## config.mk

```make
export PLATFORM = sky130hd
export DESIGN_NAME = program_loader_ctrl
export DESIGN_NICKNAME = d
export VERILOG_FILES = /design/src/rtl/program_loader_ctrl_pkg.sv /design/src/rtl/program_loader_ctrl_byte_word_packer.sv /design/src/rtl/program_loader_ctrl.sv
export SDC_FILE = /design/constraint.sdc
export NUM_CORES = 1
export LEC_CHECK = 0
export CAP_MARGIN = 20
export CELL_PAD_IN_SITES_DETAIL_PLACEMENT = 0
export CELL_PAD_IN_SITES_GLOBAL_PLACEMENT = 2
export CORE_UTILIZATION = 36
export DETAILED_ROUTE_END_ITERATION = 6
export DONT_BUFFER_PORTS = 1
export PLACE_DENSITY_LB_ADDON = 0.1
export SYNTH_ARGS = -nofsm -noshare
export SYNTH_HDL_FRONTEND = slang
export SYNTH_SLANG_ARGS = --single-unit
export TNS_END_PERCENT = 5
```

## constraint.sdc

```tcl
create_clock -name clk -period 2.2 [get_ports clk]
set_input_delay 0.22 -clock clk [delete_from_list [all_inputs] [get_ports clk]]
set_output_delay 0.22 -clock clk [all_outputs]
set_load 0.05 [all_outputs]
```

## src/rtl/program_loader_ctrl_pkg.sv

```systemverilog
// Shared types for the program loader: FSM state encoding, length width, state-class helpers.
// CSUM exists only when LOADER_CHECKSUM_EN is defined.
package program_loader_ctrl_pkg;

  localparam int LEN_W = 16;

  typedef enum logic [2:0] {
    IDLE  = 3'd0,
    LEN0  = 3'd1,
    LEN1  = 3'd2,
    DATA  = 3'd3,
    WRITE = 3'd4,
`ifdef LOADER_CHECKSUM_EN
    CSUM  = 3'd5,
`endif
    RUN   = 3'd6,
    ERR   = 3'd7
  } state_t;

  // States that present byte_ready to the stream source.
  function automatic logic is_rx_state(input state_t s);
`ifdef LOADER_CHECKSUM_EN
    return (s == LEN0) || (s == LEN1) || (s == DATA) || (s == CSUM);
`else
    return (s == LEN0) || (s == LEN1) || (s == DATA);
`endif
  endfunction

  function automatic logic is_busy_state(input state_t s);
    return is_rx_state(s) || (s == WRITE);
  endfunction

endpackage

```

## src/rtl/program_loader_ctrl_byte_word_packer.sv

```systemverilog
// byte_word_packer: collects 4 stream bytes into a little-endian word.
// Latency: word presents the completed value combinationally on the 4th accepted byte.
module byte_word_packer (
  input  logic        clk,
  input  logic        reset,
  input  logic        clear,
  input  logic        take,
  input  logic [7:0]  byte_in,
  output logic [31:0] word,
  output logic        last
);

  logic [1:0]  cnt;
  logic [31:0] word_q;

  // The incoming byte is merged in so the caller can capture the full word on the last byte.
  always_comb begin
    word = word_q;
    word[{cnt, 3'b000} +: 8] = byte_in;
  end

  assign last = (cnt == 2'd3);

  always_ff @(posedge clk or negedge reset) begin
    if (!reset) begin
      cnt    <= 2'd0;
      word_q <= 32'd0;
    end else if (clear) begin
      cnt    <= 2'd0;
      word_q <= 32'd0;
    end else if (take) begin
      cnt    <= cnt + 2'd1;
      word_q <= word;
    end
  end

endmodule

```

## src/rtl/program_loader_ctrl.sv

```systemverilog
// Streams a length-prefixed byte image into instruction memory, then releases the core.
// Latency: one WRITE cycle per word, no bytes taken then. Backpressure: byte_ready low outside LEN0/LEN1/DATA/CSUM. Optional checksum: LOADER_CHECKSUM_EN.
module program_loader_ctrl
  import program_loader_ctrl_pkg::*;
#(
  parameter logic [31:0] BASE_ADDR = 32'h0000_0000,
  parameter int unsigned ADDR_STEP = 4,
  parameter int unsigned MAX_WORDS = 256
) (
  input  logic        clk,
  input  logic        reset,
  input  logic        start,
  input  logic [7:0]  byte_in,
  input  logic        byte_valid,
  output logic        byte_ready,
  output logic        load_enable,
  output logic [31:0] load_address,
  output logic [31:0] load_data,
  output logic        fetch_enable,
  output logic        core_hold,
  output logic        busy,
  output logic        done,
  output logic        error
);

  state_t           state, state_nxt;
  logic             take, start_accept, pack_take, pack_last;
  logic [31:0]      pack_word;
  logic [7:0]       len_lo;
  logic [LEN_W-1:0] len_rx, word_cnt, idx, idx_inc;
`ifdef LOADER_CHECKSUM_EN
  logic [7:0]       csum;
`endif

  assign take         = byte_valid & byte_ready;
  assign start_accept = start & ((state == IDLE) || (state == RUN) || (state == ERR));
  assign pack_take    = take & (state == DATA);
  assign len_rx       = {byte_in, len_lo};
  assign idx_inc      = idx + LEN_W'(1);

  byte_word_packer u_packer (
    .clk     (clk),
    .reset   (reset),
    .clear   (start_accept),
    .take    (pack_take),
    .byte_in (byte_in),
    .word    (pack_word),
    .last    (pack_last)
  );

  always_comb begin
    state_nxt = state;
    if (start_accept) begin
      state_nxt = LEN0;
    end else begin
      case (state)
        LEN0:  if (take) state_nxt = LEN1;
        LEN1:  if (take) state_nxt = ((len_rx == '0) || (len_rx > LEN_W'(MAX_WORDS))) ? ERR : DATA;
        DATA:  if (pack_take && pack_last) state_nxt = WRITE;
`ifdef LOADER_CHECKSUM_EN
        WRITE: state_nxt = (idx_inc == word_cnt) ? CSUM : DATA;
        CSUM:  if (take) state_nxt = (byte_in == csum) ? RUN : ERR;
`else
        WRITE: state_nxt = (idx_inc == word_cnt) ? RUN : DATA;
`endif
        default: state_nxt = state;
      endcase
    end
  end

  // Outputs are decoded from the next state so they line up with the state register.
  always_ff @(posedge clk or negedge reset) begin
    if (!reset) begin
      state        <= IDLE;
      byte_ready   <= 1'b0;
      load_enable  <= 1'b0;
      load_address <= 32'd0;
      load_data    <= 32'd0;
      fetch_enable <= 1'b0;
      core_hold    <= 1'b1;
      busy         <= 1'b0;
      done         <= 1'b0;
      error        <= 1'b0;
      len_lo       <= 8'd0;
      word_cnt     <= '0;
      idx          <= '0;
`ifdef LOADER_CHECKSUM_EN
      csum         <= 8'd0;
`endif
    end else begin
      state        <= state_nxt;
      byte_ready   <= is_rx_state(state_nxt);
      busy         <= is_busy_state(state_nxt);
      load_enable  <= (state_nxt == WRITE);
      fetch_enable <= (state_nxt == RUN);
      done         <= (state_nxt == RUN);
      core_hold    <= (state_nxt != RUN);
      error        <= (state_nxt == ERR);
      if (start_accept) begin
        idx  <= '0;
`ifdef LOADER_CHECKSUM_EN
        csum <= 8'd0;
`endif
      end else begin
        case (state)
          LEN0: if (take) len_lo <= byte_in;
          LEN1: if (take) word_cnt <= len_rx;
          DATA: begin
            if (pack_take) begin
`ifdef LOADER_CHECKSUM_EN
              csum <= csum ^ byte_in;
`endif
              if (pack_last) begin
                load_address <= BASE_ADDR + 32'(ADDR_STEP) * 32'(idx);
                load_data    <= pack_word;
              end
            end
          end
          WRITE: idx <= idx_inc;
          default: ;
        endcase
      end
    end
  end

endmodule

```

==> results of run 1 <==
## per-stage QoR
| step | setup TNS [ns] | total power (W) | hold WS [ns] | instances | worst slack, ns |
|---|---|---|---|---|---|
| 2_1_floorplan | 0 | 0.005799 | -0.07559 | 593 | 0.1036 |
| 3_3_place_gp | 0 | 0.006389 | -0.07234 | 786 | 0.1033 |
| 3_5_place_dp | 0 | 0.006424 | -0.07165 | 786 | 0.07174 |
| 4_1_cts | 0 | 0.009485 | -0.5183 | 825 | 0.04558 |
| 5_1_grt | -0.002004 | 0.009917 | -0.5244 | 825 | -0.002004 |
| 6_report | 0 | 0.009388 | -0.4961 | 825 | 0.1106 |
## placed cells by master, fill, tap and decap left out, types with 3 or more instances in the layout
cell type        n
clkinvlp_4       4
o31ai_1          8
clkbuf_16       17
and3_1           5
dfrtp_1        121
nor3_1           6
or3_1            3
nand4_1          7
xnor2_1         15
nor2b_1          3
a22o_1          32
xor2_1           8
mux2_2          26
nand3_2          3
nand3_1          8
o21ai_0         32
clkinv_1         3
and2_1           6
a221oi_1        24
nor2_1          72
nand2_1         78
or4_1            3
bufinv_16        4
buf_4           32
a21oi_1         10
inv_1            7
conb_1          16
dlygate4sd3_1    8
ha_1             5
## cell usage after synthesis (3+ instances only)
cell,n,area (um2)
clkinv_1,3,11.26
dfrtp_1,122,3053
and3_1,5,31.28
clkbuf_1,25,93.84
mux2_2,26,292.8
nand3_1,9,45.04
o31ai_1,8,60.06
a22o_1,32,280.3
inv_1,7,26.28
nand4_1,7,43.79
buf_2,13,65.06
xor2_1,8,70.07
nor3_1,8,40.04
a221oi_1,24,210.2
a21oi_1,10,50.05
xnor2_1,15,131.4
nor2_1,73,274.0
ha_1,6,75.07
o21ai_0,32,160.2
nor2b_1,3,18.77
or4_1,3,22.52
or3_1,3,18.77
nand2_1,78,292.8
buf_4,17,127.6
and2_1,6,37.54
## worst max path at each step
stage	from	end	slack, ns	depth (start not counted)
finish	idx[1]	byte_ready	0.11	7
CTS	idx[1]	byte_ready	0.05	7
detailed placement	len_lo[5]	done	0.07	6
global route	idx[1]	byte_ready	-0.002	7
global placement	len_lo[5]	done	0.10	6
floorplan	u_packer.cnt[0]	u_packer.word_q[0]	0.10	6
## routing by layer
layer / up-vias / wire length, um / global-route usage / part of all wire
met4: 0 / 153 / 0.06840 / 0.0096
met5: - / 0 / 0 / 0
met3: 17 / 762 / 0.05125 / 0.048
met2: 102 / 7506 / 0.3249 / 0.47
met1: 2184 / 7518 / 0.2774 / 0.47
li1: 2049 / - / - / -
## power by group
part           internal, W  switching, W  total (W)
Combinational     0.000983       0.00123    0.00221
Sequential         0.00286       0.00136    0.00422
Clock              0.00195       0.00102    0.00296
Total              0.00579       0.00360    0.00939
## critical path, stage by stage, from the launching register on
cell and delay [ns]:
dfrtp_1 0.42, ha_2 0.26, nand4_1 0.24, nor3_2 0.33, xnor2_1 0.15, nand3_1 0.16
a211oi_4 0.28, a21boi_0 0.13
## sequential cells by signal, summed over array words and instances (netlist names)
register,flops
load_data,32
u_packer.word_q,24
idx,16
load_address,16
word_cnt,16
len_lo,8
state,3
u_packer.cnt,2
busy,1
byte_ready,1
core_hold,1
done,1
error,1
load_enable,1
## cell type report
class / instances / area [um2] / share of cell area
sequential: 123 / 3080 / 0.4454
multi-input combinational: 404 / 2561 / 0.3704
clock buffer: 20 / 456.7 / 0.06604
timing repair buffer: 41 / 340.3 / 0.04921
tap: 216 / 270.3 / 0.03908
clock inverter: 11 / 168.9 / 0.02443
inverter: 10 / 37.54 / 0.005428
## timing repair
item                                    4_1_cts  5_1_grt
endpoints found under the setup margin        0        5
hold endpoints to repair                    192      123
gates resized for setup                       0        8
## logic make-up (layout without fill, tap and decap cells)
family | after synthesis | after routing | synth area share
AOI/OAI and AO/OA | 122 | 122 | 0.1529
DFF | 123 | 123 | 0.5242
adders and majority gates | 6 | 6 | 0.01278
other | 1 | 16 | 0.0006384
buffers and inverters | 66 | 82 | 0.05602
xor gates and xnor gates | 24 | 24 | 0.03706
muxes | 27 | 27 | 0.05154
and+or+nand+nor | 209 | 209 | 0.1649
==> impl_metrics.ini, run 1 <==
[status]
status = complete, but fails checks
failed_checks = hold timing

[sta]
hold_viol_final = 123
period_minus_slack_ns = 2.089
finalMaxSlewViolations = 0
setup_viol = 0
max_freq_mhz = 478.6
fin_crit_sh = 0.9497
tightest_slew_ns = 0.6387
hold_ws_ns = -0.4961
slew_headroom = 0.5742
final.setup_skew_ns = 0.009716

[floorplanning]
row_count = 46
die_h_um = 129.7
start_util = 0.3698
num_io_pins = 83
core_area_um2 = 15890
fp.dieW_um = 129.7
die_area_um2 = 16830

[finish]
num_antenna_cells = 0
final_util = 0.4353
fill_cells = 1567
syn_to_final_growth_pct = 17.72
fin_nets = 615
drive_above_1_share = 0.1806
final_area_um2 = 6915

[job]
drv_cap = 0

[yosys]
async_flop_share = 1.000
yosys_warnings = 0
synth-edff-count = 0
ys_seq_area_frac = 0.5242
syn-cell-area_um2 = 5874
ys.flop_type = dfrtp_1
ys_ff_latch = 123
syn_avg_cell_area_um2 = 10.16
syn_inst = 578
yosys.cell_types.count = 53

[clock_network]
holdBufCountCts = 8
cts_buffer_depth = 2
post_cts_buffers = 0
clkSinkCount = 123
cts_buffers = 17
clock_latency_ns = 0.41
htreeDepth = 4
tritoncts = built
cts.clk_slew.worst_paths_ns = 0.06
cts_root_buffer = clkbuf_16

[critical_path]
worstSetupPathType = reg -> reg
cp-start-kind = register
arrival_ns = 2.36
regToRegStartpoint = idx[1]
cp_max_fo = 5
end_kind = register
reg2reg_slack_ns = 0.11
required_ns = 2.47
r2r_cells = 7
reg2reg_to = byte_ready

[grt]
overflow = 0
grt_usage = 0.2060
antenna_found_initial = 0
grt_pass1_vias = 4458
grt_pass1_wl_um = 25550
grt_max_degree = 124

[min_path]
hold_path.class = in -> async

[routing]
drt_wl_total_um = 15940
drtAntennaViolNets = 0
dr.pass1.iters = 4
drc = 0
via_count = 4352
viasPerCell = 5.275
wl_per_cell_um = 19.32
drtIter0Drc = 267

[power]
p_leak_nw = 3.145
peakVddDrop_v = 0.0005989
p_per_area_nw_per_um2 = 1358

[place]
placed_area_um2 = 6175
io_buffers = 0
place.gp.congestion = 0.7569
hpwl_um = 10290
(Power assumes the default switching activity.)
==> run 2, diff against run 1 <==
--- a/config.mk
+++ b/config.mk
@@ -11,7 +11,7 @@
 export CORE_UTILIZATION = 36
 export DETAILED_ROUTE_END_ITERATION = 6
 export DONT_BUFFER_PORTS = 1
-export PLACE_DENSITY_LB_ADDON = 0.1
+export PLACE_DENSITY = 0.75
 export SYNTH_ARGS = -nofsm -noshare
 export SYNTH_HDL_FRONTEND = slang
 export SYNTH_SLANG_ARGS = --single-unit
==> impl_metrics.ini, run 2 (synthesis gave the netlist of run 1 again) <==
[finish]
syn_to_final_growth_pct = 16.83
num_antenna_cells = 0
drive_above_1_share = 0.1757
regMostFlops = load_data
register_area_um2 = 3079
largestRegisters = load_data (32), u_packer.word_q (24)
fin_nets = 614
final_cell_mix = dfrtp_1, nand2_1, nor2_1
multi_input_area_um2 = 2556
layout_commonest_cell = dfrtp_1
fill_cells = 1537
largest_register_ff_count = 32

[routing]
drtAntennaViolNets = 0
route.met3.wl_um = 817
via_count = 4290
dr.pass1.iters = 5
highest_layer = met4
wl_per_cell_um = 18.02
route.layer.met1.wl_um = 6835
met2WireLength_um = 7034
viasPerCell = 5.200
drc = 0
drtIter0Drc = 297
drt_wl_total_um = 14860

[power]
p_sw_w = 0.003698
p_per_area_nw_per_um2 = 1331
switching_share = 0.4049
clkPwrFrac = 0.300
sequentialPowerShare = 0.462
peakVddDrop_v = 0.0006906
internal-power_w = 0.005434
pwr-share-comb = 0.238
p_leak_nw = 3.139

[sta]
setup_viol = 0
finalSetupTns_ns = 0
tightest_slew_ns = 0.6490
period_minus_slack_ns = 2.016
finalMaxSlewViolations = 0
max_freq_mhz = 496.0
rsz0062_at_grt = no
slew_headroom = 0.5673
fin_crit_sh = 0.9164
hold_ws_ns = -0.4992
final.setup_skew_ns = 0.007960
hold_viol_final = 123

[critical_path]
required_ns = 2.48
reg2reg_slack_ns = 0.18
arrival_ns = 2.30
reg2reg_to = byte_ready
cp_max_fo = 8
cp-start-kind = register
worstSetupPathType = reg -> reg
end_kind = register
r2r_cells = 7
regToRegStartpoint = idx[1]

[min_path]
hold_path.class = in -> async

[place]
io_buffers = 0
place.gp.congestion = 0.8219
hpwl_um = 9617

[status]
status = complete, but fails checks
failed_checks = hold timing

[floorplanning]
start_util = 0.3698
fp.dieW_um = 129.7
row_count = 46
die_area_um2 = 16830
die_h_um = 129.7
num_io_pins = 83
core_area_um2 = 15890

[clock_network]
cts_buffers = 17
cts_root_buffer = clkbuf_16
tritoncts = built
clock_latency_ns = 0.42
cts_buffer_depth = 2
clkSinkCount = 123
holdBufCountCts = 10
htreeDepth = 4
cts.clk_slew.worst_paths_ns = 0.06

[job]
drv_cap = 0

[grt]
grt_pass1_vias = 4311
grt_pass1_wl_um = 23720
antenna_found_initial = 0
grt_max_degree = 124
grt_usage = 0.1889
overflow = 0
[run 2: changes by cell type in the layout (fill, tap and decap cells not counted), sizes merged]
cell and change:
inv +8, clkinvlp -4, buf -3, bufinv -3, clkbuf -3, clkinv +3
dlygate4sd3 +2
[run 2: final cells by class]
type	instances	area share
inverters	10	0.005469
well taps	216	0.03938
clock buffers	17	0.06199
flip-flops and latches	123	0.4487
repair buffers	40	0.04923
multi-input cells	404	0.3725
clock inverters	15	0.02279
[run 2: worst max-delay path by stage]
stage	end	slack, ns	start
finish	byte_ready	0.18	idx[1]
global route	byte_ready	0.02	idx[1]
CTS	byte_ready	0.08	idx[1]
detailed placement	byte_ready	0.09	idx[1]
global placement	byte_ready	0.15	idx[1]
floorplan	u_packer.word_q[0]	0.10	u_packer.cnt[0]
[run 2: metrics by stage]
step,cell area [um2],setup slack [ns],utilization,total power [W],instances
after floorplan,5931,0.1036,-,0.005799,593
after global placement,6137,0.1461,0.3863,0.006327,781
after detailed placement,6137,0.09270,0.3863,0.006392,781
after CTS,6819,0.08415,0.4293,0.009207,823
after global routing,6863,0.02427,0.4320,0.009638,825
final,6863,0.1839,0.4320,0.009132,825
[run 2: timing repair]
| item | in CTS | in global routing |
|---|---|---|
| endpoints found under the setup margin | 0 | 5 |
| hold endpoints to repair | 192 | 123 |
| gates resized for setup | 0 | 6 |
| buffers inserted | 0 | 2 |
[run 2: layer usage]
layer / up-vias / track usage
met5: - / 0
met2: 102 / 0.2919
met3: 15 / 0.06314
met1: 2129 / 0.2487
li1: 2044 / -
met4: 0 / 0.06361
[run 2: worst max-delay path, stage by stage, from the launching register on]
cell and delay [ns]:
dfrtp_1 0.40, ha_1 0.22, nand3_2 0.21, nor4_4 0.38, xnor2_1 0.12, nor2_1 0.13, and4_1 0.31, a21boi_0 0.11
[run 2: power by group through the flow]
stage                     registers (W)  logic (W)  clock network, W
after floorplan                 0.00414    0.00166                 0
after global placement          0.00425    0.00208                 0
after detailed placement        0.00427    0.00212                 0
after CTS                       0.00423    0.00217           0.00281
after global routing            0.00431    0.00242           0.00291
final                           0.00422    0.00217           0.00274
==> run 3, diff against run 2 <==
--- a/config.mk
+++ b/config.mk
@@ -5,6 +5,7 @@
 export SDC_FILE = /design/constraint.sdc
 export NUM_CORES = 1
 export LEC_CHECK = 0
+export ABC_CLOCK_PERIOD_IN_PS = 2200
 export CAP_MARGIN = 20
 export CELL_PAD_IN_SITES_DETAIL_PLACEMENT = 0
 export CELL_PAD_IN_SITES_GLOBAL_PLACEMENT = 2
==> results of run 3 <==
Same layout as run 2: the final DEF is identical, and so are final timing and power.
